===== src/rtl/text_pkg.sv =====
// text_pkg: shared constants and state type for the text fetch sequencer.
// Cell timing phases, blink bit positions and the line FSM encoding.
package text_pkg;

   localparam int         CELL_W           = 9;
   localparam logic [3:0] LOAD_PHASE       = 4'd8;
   localparam logic [3:0] FONT_PHASE       = 4'd3;
   localparam logic [3:0] CODE_PHASE       = 4'd1;
   localparam int         BLINK_BIT        = 4;
   localparam int         CURSOR_BLINK_BIT = 3;

   typedef enum logic {
      IDLE,
      RUN
   } state_t;

endpackage


===== src/rtl/cell_counter.sv =====
// cell_counter: phase/col/scan/row/row_base counters for text fetch.
// In: clk, reset, frame_start, line_start, run. Out: start, line_done, phase, col, scan, row_base.
module cell_counter
   import text_pkg::*;
#(
   parameter int COLS    = 80,
   parameter int ROWS    = 25,
   parameter int CHAR_H  = 16,
   parameter int VRAM_AW = 11,
   parameter int COL_W   = $clog2(COLS)
) (
   input  logic               clk,
   input  logic               reset,
   input  logic               frame_start,
   input  logic               line_start,
   input  logic               run,
   output logic               start,
   output logic               line_done,
   output logic [3:0]         phase,
   output logic [COL_W-1:0]   col,
   output logic [3:0]         scan,
   output logic [VRAM_AW-1:0] row_base
);

   localparam int ROW_W = $clog2(ROWS + 1);
   localparam logic [COL_W-1:0]   COL_LAST  = COL_W'(COLS - 1);
   localparam logic [ROW_W-1:0]   ROW_END   = ROW_W'(ROWS);
   localparam logic [3:0]         SCAN_LAST = 4'(CHAR_H - 1);
   localparam logic [VRAM_AW-1:0] ROW_STEP  = VRAM_AW'(COLS);

   logic [ROW_W-1:0] row;
   logic [ROW_W-1:0] row_next;
   logic             line_end;
   logic             scan_wrap;

   // An abort ends the line exactly like a completed one.
   assign line_done = run && phase == LOAD_PHASE && col == COL_LAST;
   assign line_end  = line_done || (run && line_start);
   assign scan_wrap = line_end && scan == SCAN_LAST;

   always_comb begin
      row_next = row;
      if (frame_start)
         row_next = '0;
      else if (scan_wrap)
         row_next = row + 1'b1;
   end

   // Start is judged against the row the new line would fetch.
   assign start = line_start && row_next != ROW_END;

   always_ff @(posedge clk) begin
      if (reset) begin
         phase    <= '0;
         col      <= '0;
         scan     <= '0;
         row      <= '0;
         row_base <= '0;
      end else begin
         row <= row_next;
         if (start) begin
            phase <= '0;
            col   <= '0;
         end else if (run) begin
            if (phase == LOAD_PHASE) begin
               phase <= '0;
               col   <= (col == COL_LAST) ? '0 : col + 1'b1;
            end else begin
               phase <= phase + 1'b1;
            end
         end
         if (frame_start) begin
            scan     <= '0;
            row_base <= '0;
         end else if (line_end) begin
            scan <= scan_wrap ? '0 : scan + 1'b1;
            if (scan_wrap)
               row_base <= row_base + ROW_STEP;
         end
      end
   end

endmodule


===== src/rtl/text_fetch_sequencer.sv =====
// text_fetch_sequencer: VRAM -> font ROM fetch per 9-dot cell, load strobe, blink.
// Ports: CRTC pulses in, VRAM/font read ports, cursor config, pixel-gen outputs. Macro TEXT_CURSOR_EN.
module text_fetch_sequencer
   import text_pkg::*;
#(
   parameter int COLS    = 80,
   parameter int ROWS    = 25,
   parameter int CHAR_H  = 16,
   parameter int VRAM_AW = 11
) (
   input  logic               clk,
   input  logic               reset,
   input  logic               line_start,
   input  logic               frame_start,
   output logic               vram_rd,
   output logic [VRAM_AW-1:0] vram_addr,
   input  logic [15:0]        vram_data,
   output logic [11:0]        font_addr,
   input  logic [7:0]         font_q,
   input  logic [VRAM_AW-1:0] cursor_addr,
   input  logic [3:0]         cursor_start,
   input  logic [3:0]         cursor_end,
   input  logic               cursor_en,
   output logic               load,
   output logic [7:0]         attribute_data,
   output logic [7:0]         font_data,
   output logic [2:0]         char_msbs,
   output logic               cursor_active,
   output logic               blink_state
);

   localparam int COL_W = $clog2(COLS);
   localparam logic [3:0] PRE_LOAD = LOAD_PHASE - 4'd1;

   state_t               state;
   state_t               state_nxt;
   logic                 run;
   logic                 start;
   logic                 line_done;
   logic [3:0]           phase;
   logic [COL_W-1:0]     col;
   logic [3:0]           scan;
   logic [VRAM_AW-1:0]   row_base;
   logic [VRAM_AW-1:0]   cell_addr;
   logic                 fetch;
   logic [7:0]           code_r;
   logic [7:0]           attr_r;
   logic [7:0]           font_stage;
   logic [4:0]           frame_cnt;
   logic                 cursor_hit;

   cell_counter #(
      .COLS    (COLS),
      .ROWS    (ROWS),
      .CHAR_H  (CHAR_H),
      .VRAM_AW (VRAM_AW)
   ) u_cnt (
      .clk         (clk),
      .reset       (reset),
      .frame_start (frame_start),
      .line_start  (line_start),
      .run         (run),
      .start       (start),
      .line_done   (line_done),
      .phase       (phase),
      .col         (col),
      .scan        (scan),
      .row_base    (row_base)
   );

   always_ff @(posedge clk) begin
      if (reset)
         state <= IDLE;
      else
         state <= state_nxt;
   end

   // A rejected line_start during RUN still kills the line.
   always_comb begin
      state_nxt = state;
      unique case (state)
         IDLE:
            if (start)
               state_nxt = RUN;
         RUN:
            if (start)
               state_nxt = RUN;
            else if (line_done || line_start)
               state_nxt = IDLE;
         default:
            state_nxt = IDLE;
      endcase
   end

   assign run       = state == RUN;
   assign cell_addr = row_base + VRAM_AW'(col);
   assign fetch     = run && phase == 4'd0;
   assign vram_rd   = fetch;
   assign vram_addr = fetch ? cell_addr : '0;
   assign font_addr = {code_r, scan};

`ifdef TEXT_CURSOR_EN
   assign cursor_hit = cursor_en
                    && frame_cnt[CURSOR_BLINK_BIT]
                    && cell_addr == cursor_addr
                    && cursor_start <= scan
                    && scan <= cursor_end;
`else
   logic unused_cursor;
   assign unused_cursor = ^{cursor_addr, cursor_start, cursor_end, cursor_en};
   assign cursor_hit    = 1'b0;
`endif

   always_ff @(posedge clk) begin
      if (reset)
         frame_cnt <= '0;
      else if (frame_start)
         frame_cnt <= frame_cnt + 5'd1;
   end

   assign blink_state = frame_cnt[BLINK_BIT];

   // Outputs are registered on the edge into LOAD_PHASE so load and data align.
   always_ff @(posedge clk) begin
      if (reset) begin
         code_r         <= '0;
         attr_r         <= '0;
         font_stage     <= '0;
         load           <= 1'b0;
         attribute_data <= '0;
         font_data      <= '0;
         char_msbs      <= '0;
         cursor_active  <= 1'b0;
      end else begin
         load <= 1'b0;
         if (run && phase == CODE_PHASE)
            {attr_r, code_r} <= vram_data;
         if (run && phase == FONT_PHASE)
            font_stage <= font_q;
         if (run && phase == PRE_LOAD && !line_start) begin
            load           <= 1'b1;
            attribute_data <= attr_r;
            font_data      <= font_stage;
            char_msbs      <= code_r[7:5];
            cursor_active  <= cursor_hit;
         end
      end
   end

endmodule


===== config.mk =====
export PLATFORM = sky130hd
export DESIGN_NAME = text_fetch_sequencer
export DESIGN_NICKNAME = d
export VERILOG_FILES = /design/src/rtl/text_pkg.sv /design/src/rtl/cell_counter.sv /design/src/rtl/text_fetch_sequencer.sv
export SDC_FILE = /design/constraint.sdc
export NUM_CORES = 1
export LEC_CHECK = 0
export BUFFER_PORTS_ARGS = -buffer_cell sky130_fd_sc_hd__clkbuf_2
export CORE_ASPECT_RATIO = 0.6
export CORE_UTILIZATION = 54
export CTS_BUF_LIST = sky130_fd_sc_hd__clkbuf_8
export DETAILED_ROUTE_END_ITERATION = 8
export HOLD_SLACK_MARGIN = 0.02
export PLACE_DENSITY = 0.88
export REMOVE_ABC_BUFFERS = 1
export SYNTH_ARGS = -nofsm -noshare
export SYNTH_HDL_FRONTEND = slang
export SYNTH_SLANG_ARGS = --single-unit

===== constraint.sdc =====
create_clock -name clk -period 2.2 [get_ports clk]
set_input_delay 0 -clock clk [delete_from_list [all_inputs] [get_ports clk]]
set_output_delay 0 -clock clk [all_outputs]
set_load 0.05 [all_outputs]

==> impl_metrics.py <==
metrics = {
    "outcome": {
        "outcome": "finished clean",
    },
    "pwr": {
        "power_frac_seq_pct": 50.8,
        "switching_share_pct": 23.7,
        "switchingPower_mw": 0.663,
        "intPower_mw": 2.14,
        "p_clk_share_pct": 41.0,
        "vdd_ir_drop_max_mv": 0.443,
        "power_density_nw_per_um2": 650,
        "p_leak_nw": 1.74,
        "comb_power_share_pct": 8.2,
    },
    "drt": {
        "via_count": 3144,
        "initialDrtViolationCount": 199,
        "first_pass_iters": 4,
        "antenna_left": 0,
        "viasPerCell": 5.30,
        "drc": 0,
        "wl_per_cell_um": 13.8,
        "drt-total-wl_um": 8200,
    },
    "sta": {
        "post-route-min-period_ns": 2.12,
        "rsz0062_at_grt": "true",
        "tightest_slew_ns": 0.575,
        "setup_viol": 0,
        "hold_viol_final": 0,
        "drv_slew": 0,
        "slew_headroom_pct": 61.6,
        "period_share_pct": 96.5,
        "max_freq_mhz": 471,
        "skew_ns": 0.00652,
        "hold_ws_ns": 0.101,
        "setup_tns_ns": 0,
    },
    "cts": {
        "post_cts_buffers": 0,
        "numClockSinks": 77,
        "cts_buffer_depth": 2,
        "clk_latency_ns": 0.35,
        "clk_pin_slew_ns": 0.07,
        "cts-htree-levels": 3,
        "cts_buffers": 9,
        "cts_tree": "yes",
        "cts_root_buf": "clkbuf_8",
    },
    "cells_and_area": {
        "drive_above_1_share_pct": 21.2,
        "nets": 569,
        "n_antenna_cell": 0,
        "area_delta_synth_final_pct": 27.4,
        "fill_cells": 427,
    },
    "synth": {
        "synth-seq-cells": 77,
        "syn_area_per_cell_um2": 8.21,
        "synth_warnings": 0,
        "synth_cell_type_count": 46,
        "syn_inst": 412,
        "synth_seq_area_share_pct": 45.6,
        "synthesis.area_um2": 3380,
    },
    "grt": {
        "grt-ovfl-total": 0,
        "grt_max_degree": 50,
        "antenna_found_initial": 0,
        "grt_pass1_wl_um": 13900,
        "first_global_vias": 3078,
        "grt_usage_pct": 26.6,
    },
    "floorplanning": {
        "placementRows": 21,
        "initial_core_util_pct": 58.2,
        "die-area_um2": 6590,
        "die_y_um": 63.3,
        "pin_count": 94,
        "die_x_um": 104,
        "core_um2": 5810,
    },
    "critical_path": {
        "crit_path_start_kind": "register",
        "crit_arrival_ns": 2.12,
        "cp_data_required_time_ns": 2.20,
        "path_max_fanout": 6,
        "crit_type": "register to output port",
        "endpoint_kind": "output port",
    },
    "place": {
        "portBuffers": 72,
        "dp_hpwl_um": 5590,
        "gp_congestion": 0.814,
    },
    "worst_hold_path": {
        "hp-class": "input pin to register",
    },
    "run": {
        "maxCapViolCount": 0,
    },
}
-- critical path: stages (launching register included) --
cell	delay, ns
dfxtp_1	0.36
ha_1	0.25
fa_1	0.42
a21o_1	0.20
nand4_1	0.12
xor2_1	0.07
nor2_1	0.08
buf_2	0.27
-- cell type report --
cell class | instances | area (um2) | share of cell area (%)
clock buffers | 9 | 124 | 2.88
repair buffers | 111 | 716 | 16.6
inverters | 5 | 18.8 | 0.436
well taps | 80 | 100 | 2.32
flip-flops and latches | 77 | 1540 | 35.8
multi-input cells | 305 | 1720 | 39.9
clock inverters | 6 | 88.8 | 2.06
-- placed cells by master, fill, tap and decap left out, drive strengths merged, types with 2 or more instances in the layout --
cell / instances
a21o: 2
a21oi: 52
a31oi: 2
a32oi: 2
and2: 6
and3: 7
buf: 16
bufinv: 2
clkbuf: 79
clkinv: 2
clkinvlp: 2
dfxtp: 77
dlygate4sd3: 25
ha: 11
inv: 5
mux2i: 4
nand2: 101
nand3: 7
nand4: 5
nor2: 37
nor3: 9
nor3b: 2
nor4: 3
o21ai: 9
or3: 2
or4: 2
xnor2: 16
xor2: 11
-- power by group through the flow --
stage          Combinational, mW  Clock, mW  Sequential (mW)
4_1_cts                    0.225       1.16             1.42
3_3_place_gp               0.183          0             1.45
2_1_floorplan             0.0791          0             1.48
5_1_grt                    0.248       1.23             1.42
3_5_place_dp               0.190          0             1.45
6_report                   0.230       1.15             1.42
-- sequential cells by signal, indices dropped and copies added (netlist names) --
| signal | count |
|---|---|
| u_cnt.scan | 4 |
| u_cnt.phase | 4 |
| run | 1 |
| frame_cnt | 5 |
| font_data | 8 |
| attribute_data | 8 |
| load | 1 |
| attr_r | 8 |
| font_stage | 8 |
| char_msbs | 3 |
| u_cnt.row_base | 7 |
| u_cnt.row | 5 |
| u_cnt.col | 7 |
| code_r | 8 |
-- stage by stage --
stage / setup WS, ns / cell area (um2) / cells / util, % / power [mW]
3_5_place_dp: 0.136 / 3840 / 553 / 66.2 / 1.64
3_3_place_gp: 0.239 / 3840 / 553 / 66.2 / 1.64
6_report: 0.0778 / 4310 / 593 / 74.2 / 2.80
5_1_grt: -0.0261 / 4310 / 593 / 74.2 / 2.90
2_1_floorplan: 0.0282 / 3270 / 387 / - / 1.55
4_1_cts: 0.0523 / 4310 / 593 / 74.1 / 2.80
-- cells by family (layout without fill, tap and decap cells) --
| group | Yosys count | in the layout | share of synthesized area, % |
|---|---|---|---|
| AND/OR/NAND/NOR | 189 | 189 | 25.0 |
| flip-flops | 77 | 77 | 45.6 |
| AO/OA/AOI/OAI | 72 | 72 | 12.5 |
| buffers and inverters | 30 | 131 | 3.92 |
| XOR/XNOR | 27 | 27 | 6.99 |
| adder cells (fa/ha/maj) | 12 | 12 | 4.66 |
| multiplexers | 4 | 4 | 1.18 |
| other | 1 | 1 | 0.111 |
-- metal layers --
metal  track usage, %  wire (um)  part of all wire [%]
met2             46.0       3870                    47
met1             31.6       3670                    45
met3             8.39        482                   5.9
met4             8.39        177                   2.2
met5                0          0                     0
-- path summary, 6_finish.rpt --
kind / from / end / slack [ns] / cells past startpoint
worst max-delay path: u_cnt.col[4]$_SDFFE_PP0P_ / vram_addr[10] / 0.08 / 7
worst min-delay path: reset / run$_SDFF_PP0_ / 0.10 / 3
worst max register to register: u_cnt.phase[1]$_SDFFE_PP0P_ / run$_SDFF_PP0_ / 0.12 / 8
worst min register to register: attr_r[2]$_SDFFE_PP0P_ / attribute_data[2]$_SDFFE_PP0P_ / 0.46 / 2
-- cell usage after synthesis, drive strengths merged --
master,instances,area (um2)
nand4,5,31.3
nor2b,1,6.26
a21oi,52,264
dfxtp,77,1540
and2b,1,7.51
nand2,101,379
ha,11,138
a21o,2,15.0
xnor2,16,140
xor2,11,96.3
and2,6,37.5
a32oi,2,36.3
nor3,9,45.0
or2,1,6.26
nor4b,1,8.76
a41oi,1,8.76
o21ai,9,45.0
nand3,7,35.0
nor4,3,25.0
a211oi,1,7.51
conb,1,3.75
buf,9,53.8
clkbuf,16,60.1
nand2b,1,6.26
nand4b,1,8.76
o41ai,1,16.3
and4b,1,10.0
or4,2,15.0
a31oi,2,12.5
and4bb,1,12.5
nor3b,2,15.0
mux2i,4,40.0
and3,7,43.8
inv,5,18.8
nor2,37,141
a22oi,1,7.51
fa,1,20.0
or3,2,12.5
a21bo,1,10.0
-- what timing repair did --
action | 4_1_cts | 5_1_grt
resized for setup | 0 | 3
setup endpoints to repair | 0 | 6
endpoints found under the hold margin | 25 | 0
hold buffers | 25 | 0
Note: power is estimated with default switching activity, not from simulation.
